### src/rtl/tokenizer_pkg.sv
// Shared types for the tokenizer blocks.
// Holds the decoder FSM encoding and default code constants.
package tokenizer_pkg;

    typedef enum logic [2:0] {
        IDLE,
        RD_CODE,
        EV_CODE,
        RD_VOC,
        EV_VOC,
        DONE,
        ERR
    } decoder_state;

    localparam int DEF_DATA_WIDTH = 8;
    localparam logic [DEF_DATA_WIDTH-1:0] DEF_END_CODE = '1;

endpackage

### src/rtl/token_decoder.sv
// Token decoder: expands code SRAM entries into vocab strings,
// writing zero-terminated text to the output SRAM.
module token_decoder
    import tokenizer_pkg::*;
#(
    parameter int ADDR_WIDTH = 4,
    parameter int DATA_WIDTH = 8,
    parameter logic [DATA_WIDTH-1:0] END_CODE = {DATA_WIDTH{1'b1}}
) (
    input  logic                  clk,
    input  logic                  rst_n,
    input  logic                  cs,
    output logic                  busy,
    output logic                  done,
    output logic                  err,
    output logic [ADDR_WIDTH-1:0] code_addr,
    input  logic [DATA_WIDTH-1:0] code_rdata,
    output logic [ADDR_WIDTH-1:0] vocab_addr,
    input  logic [DATA_WIDTH-1:0] vocab_rdata,
    output logic [ADDR_WIDTH-1:0] out_addr,
    output logic [DATA_WIDTH-1:0] out_wdata,
    output logic                  out_we
);

    decoder_state state, state_d;

    logic [DATA_WIDTH-1:0] target, target_d;
    logic [DATA_WIDTH-1:0] tok_cnt, tok_cnt_d;
    logic                  prev_zero, prev_zero_d;
    logic                  done_d, err_d;
    logic [ADDR_WIDTH-1:0] code_addr_d, vocab_addr_d, out_addr_d;

    logic b_zero, hit;

    assign b_zero = (vocab_rdata == '0);
    assign hit    = (tok_cnt == target);
    assign busy   = !(state == IDLE || state == DONE || state == ERR);

    always_ff @(posedge clk or negedge rst_n) begin
        if (!rst_n) begin
            state      <= IDLE;
            target     <= '0;
            tok_cnt    <= '0;
            prev_zero  <= 1'b0;
            done       <= 1'b0;
            err        <= 1'b0;
            code_addr  <= '0;
            vocab_addr <= '0;
            out_addr   <= '0;
        end else begin
            state      <= state_d;
            target     <= target_d;
            tok_cnt    <= tok_cnt_d;
            prev_zero  <= prev_zero_d;
            done       <= done_d;
            err        <= err_d;
            code_addr  <= code_addr_d;
            vocab_addr <= vocab_addr_d;
            out_addr   <= out_addr_d;
        end
    end

    always_comb begin
        state_d      = state;
        target_d     = target;
        tok_cnt_d    = tok_cnt;
        prev_zero_d  = prev_zero;
        done_d       = done;
        err_d        = err;
        code_addr_d  = code_addr;
        vocab_addr_d = vocab_addr;
        out_addr_d   = out_addr;
        out_we       = 1'b0;
        out_wdata    = vocab_rdata;

        unique case (state)
            IDLE, DONE, ERR: begin
                if (cs) begin
                    done_d      = 1'b0;
                    err_d       = 1'b0;
                    code_addr_d = '0;
                    out_addr_d  = '0;
                    state_d     = RD_CODE;
                end
            end
            RD_CODE: state_d = EV_CODE;
            EV_CODE: begin
                if (code_rdata == END_CODE) begin
                    out_we    = 1'b1;
                    out_wdata = '0;
                    done_d    = 1'b1;
                    state_d   = DONE;
                end else if (&code_addr) begin
                    // no END_CODE before the code memory wraps
                    err_d   = 1'b1;
                    state_d = ERR;
                end else begin
                    target_d     = code_rdata;
                    tok_cnt_d    = '0;
                    vocab_addr_d = '0;
                    prev_zero_d  = 1'b1;
                    state_d      = RD_VOC;
                end
            end
            RD_VOC: state_d = EV_VOC;
            EV_VOC: begin
                if (b_zero) begin
                    if (prev_zero) begin
                        err_d   = 1'b1;
                        state_d = ERR;
                    end else if (hit) begin
                        code_addr_d = code_addr + 1'b1;
                        state_d     = RD_CODE;
                    end else begin
                        tok_cnt_d    = tok_cnt + 1'b1;
                        prev_zero_d  = 1'b1;
                        vocab_addr_d = vocab_addr + 1'b1;
                        state_d      = RD_VOC;
                    end
                end else if (hit) begin
                    // last output slot is kept for the terminator
                    if (&out_addr) begin
                        err_d   = 1'b1;
                        state_d = ERR;
                    end else begin
                        out_we       = 1'b1;
                        out_addr_d   = out_addr + 1'b1;
                        prev_zero_d  = 1'b0;
                        vocab_addr_d = vocab_addr + 1'b1;
                        state_d      = RD_VOC;
                    end
                end else if (&vocab_addr) begin
                    err_d   = 1'b1;
                    state_d = ERR;
                end else begin
                    prev_zero_d  = 1'b0;
                    vocab_addr_d = vocab_addr + 1'b1;
                    state_d      = RD_VOC;
                end
            end
            default: state_d = IDLE;
        endcase
    end

endmodule

### config.mk
export PLATFORM = sky130hd
export DESIGN_NAME = token_decoder
export DESIGN_NICKNAME = d
export VERILOG_FILES = /design/src/rtl/tokenizer_pkg.sv /design/src/rtl/token_decoder.sv
export SDC_FILE = /design/constraint.sdc
export NUM_CORES = 1
export LEC_CHECK = 0
export ABC_AREA = 0
export BUFFER_PORTS_ARGS = -buffer_cell sky130_fd_sc_hd__clkbuf_2
export CAP_MARGIN = 20
export CORE_ASPECT_RATIO = 0.8
export CORE_UTILIZATION = 49
export DETAILED_ROUTE_END_ITERATION = 7
export GPL_ROUTABILITY_DRIVEN = 0
export PLACE_DENSITY = 0.8
export SLEW_MARGIN = 5
export SYNTH_ARGS = -nofsm -noshare
export SYNTH_HDL_FRONTEND = slang
export SYNTH_SLANG_ARGS = --single-unit
### constraint.sdc
create_clock -name clk -period 1.9 [get_ports clk]
set_input_delay 0.19 -clock clk [delete_from_list [all_inputs] [get_ports clk]]
set_output_delay 0.19 -clock clk [all_outputs]
set_load 0.01 [all_outputs]
==> reports/qor.csv <==
metric,value,unit
root buffer cell,clkbuf_8,
Max stage delay on crit path,390,ps
Avg WL per Cell,16.0,µm
nets,334,
Buf/Inv on CP,1,
Synth-to-Final Area Change,38.4,%
Die Width,74.0,µm
area post-placement,2520,µm²
setup tns final,-498,ps
minimum clock period,1990,ps
unrepaired setup endpoints after global routing,true,
outcome,"finished, violations left",
family with the most delay on the worst path,simple AND/OR/NAND/NOR gates,
Max Cap Viol,0,
syn avg cell area,8.91,µm²
Startpoint Class,flip-flop,
Worst Path Required,2090,ps
CTS buffer count,5,
number of routed nets with antenna violations,0,
Longest Clk Path Bufs,2,
worst endpoint data arrival time,2170,ps
clock slew at reported path FFs,70,ps
CTS tree,yes,
Starting DRT DRC Count,181,
vias in the first global route,1739,
PD cells,1180,nW/µm²
switch share,41.3,%
async set-reset flop share out of synthesis,100,%
met3 GRT Util,4.59,%
Global Route Usage Sum,26.0,%
"slowest stage cell, crit path",dfrtp_1,
critical path type,flip-flop to flip-flop,
Design Power,3330,µW
Skew-Pair Late Insertion Delay,300,ps
YS warnings,0,
worst vdd ir,0.782,mV
Switching Power,1380,µW
Core Area,3880,µm²
met1 usage in global routing,38.8,%
min-delay worst type,primary input to flip-flop,
number of vias in the routed layout,2049,
ys flop type,dfrtp_1,
clock skew,5.19,ps
Worst setup EP type,flip-flop,
synthesized cell area,2030,µm²
Final HPWL DP,4040,µm
htree depth,2,
Internal,1950,µW
top area cells in the synthesized netlist,"dfrtp_1 42%, nand2_1 7.2%, nand3_1 4.7%",
"Slew Viols, Final",0,
area share of the largest cell type after synthesis,41.9,%
"Hold Violations, Final",0,
Comb power frac,51.4,%
worst setup margin,-85.2,ps
IO Count,43,
Inserted Diodes,0,
share of cells above drive strength 1,38.8,%
num rows,20,
routing usage on met2,37.3,%
final period utilization,104,%
crit-path cells,ha_2 > and3_4 > or3_4 > nand2b_4 > a211oi_4 > buf_4 > nand3_2 > mux2i_1,
first-pass GRT wire length,8280,µm
# setup viols final,12,
"Core Util, Final",72.5,%
CTS sink cnt,34,
via-per-instance ratio,5.58,
Die Area,4410,µm²
final instance area,2810,µm²
drt pass-1 iters,4,
Total Routed Length,5880,µm
max_slew headroom,61.2,%
final hold slack,94.0,ps
Lkg Pwr,0.00138,µW
Post-synth EDFFs,0,
most used routing layer,met1,
initial antenna violation count,0,
Worst Path Max Fanout,5,
"Seq/Total Area, Yosys",41.9,%
#FFs+latches synth,34,
Syn Inst Count,228,
Max Clk Rate,504,MHz
gr ovfl total,0,
post-synth top area cell,dfrtp_1,
Clk pwr share,17.1,%
Sequential Power Share,31.4,%
Post-Syn Nets,251,
failing checks,setup timing,
Initial Utilization,52.4,%
pin count of the biggest net entering global routing,14,
Worst Tran Pin Value,580,ps
IO Port Bufs,42,
die extent in y,59.6,µm
DRC violations left,0,
Synth cell types,45,
-- cell usage in the layout, fill, tap and decap left out, types with 4 or more instances in the layout --
| master | count |
|---|---|
| a21oi_1 | 9 |
| buf_4 | 38 |
| clkbuf_2 | 42 |
| clkbuf_8 | 6 |
| dfrtp_1 | 34 |
| inv_1 | 6 |
| mux2i_1 | 4 |
| nand2_1 | 39 |
| nand2b_1 | 4 |
| nand3_1 | 17 |
| nand4_1 | 7 |
| nor2_1 | 14 |
| nor2b_1 | 8 |
| nor3_1 | 4 |
| o21ai_0 | 9 |
| xnor2_1 | 7 |
-- cells in the mapped netlist (2+ instances only) --
cell type	count
and4_1	2
dfrtp_1	34
o21ai_0	13
ha_1	4
o31ai_1	2
or3_1	4
mux2i_1	4
nand4_1	7
nor2b_1	8
nand2b_1	5
a21oi_1	9
or4_4	2
nand2_1	39
xor2_1	3
nand3_1	19
xnor2_1	10
and3_1	3
a31o_2	2
clkbuf_1	3
buf_2	3
nor3_1	5
o31a_1	2
a31oi_1	3
nor2_1	16
inv_1	6
-- sequential cells by signal (all words and copies together) (netlist names) --
signal / flops
prev_zero: 1
state: 3
err: 1
out_addr: 4
code_addr: 4
tok_cnt: 8
vocab_addr: 4
target: 8
done: 1
-- kinds of logic after synthesis --
kind of cell,after synthesis,share of synthesized area (%)
AND/OR/NAND/NOR,115,29.2
buffers and inverters,14,3.02
AO/OA/AOI/OAI,44,15.8
XOR/XNOR,13,5.61
flip-flops,34,41.9
multiplexers,4,1.97
adder cells (fa/ha/maj),4,2.46
-- stage by stage --
| step | cells | setup slack [ps] |
|---|---|---|
| 2_1_floorplan | 228 | -147 |
| 3_3_place_gp | 348 | -28.5 |
| 3_5_place_dp | 348 | -103 |
| 4_1_cts | 360 | -37.9 |
| 5_1_grt | 367 | -129 |
| 6_report | 367 | -85.2 |
-- power groups by stage --
| stage | combinational, µW | clock, µW | sequential [µW] |
|---|---|---|---|
| global placement | 1380 | 0 | 1030 |
| detailed placement | 1430 | 0 | 1040 |
| finish | 1710 | 571 | 1050 |
| global route | 1850 | 612 | 1060 |
| floorplan | 969 | 0 | 998 |
| CTS | 1510 | 574 | 1030 |
-- area by class of cell --
class	count	area [µm²]
inverter	6	22.5
sequential	34	851
clock buffer	6	82.6
multi-input combinational	180	1230
tap	55	68.8
clock inverter	2	12.5
timing repair buffer	84	539
fill	261	1070
-- per-layer routing --
metal / vias to the layer above / routed length (µm)
li1: 976 / -
met1: 986 / 2570
met2: 76 / 2790
met3: 11 / 420
met4: 0 / 108
met5: - / 0
-- tightest hold or removal path, delay by kind of cell --
family	cells	cell delay, ps
buffers and inverters	1	90
AND/OR/NAND/NOR	2	80
-- final timing paths --
check,startpoint,to,slack (ps),cells after the start
worst max-delay path,code_addr[1],tok_cnt[5],-90,8
worst min-delay path,code_rdata[7],target[7],90,3
worst max register to register,code_addr[1],tok_cnt[5],-90,8
worst min register to register,err,err,480,2
max in group asynchronous,rst_n,done,1130,3
min in group asynchronous,rst_n,target[7],290,2
-- timing repair --
| action | in CTS | in global routing |
|---|---|---|
| pin swaps | 6 | 4 |
| buffers inserted | 3 | 7 |
| hold endpoints to repair | 10 | 0 |
| hold buffers | 1 | 0 |
| resized for setup | 7 | 18 |
| setup endpoints to repair | 12 | 22 |
Power figures use the tool's default switching activity.
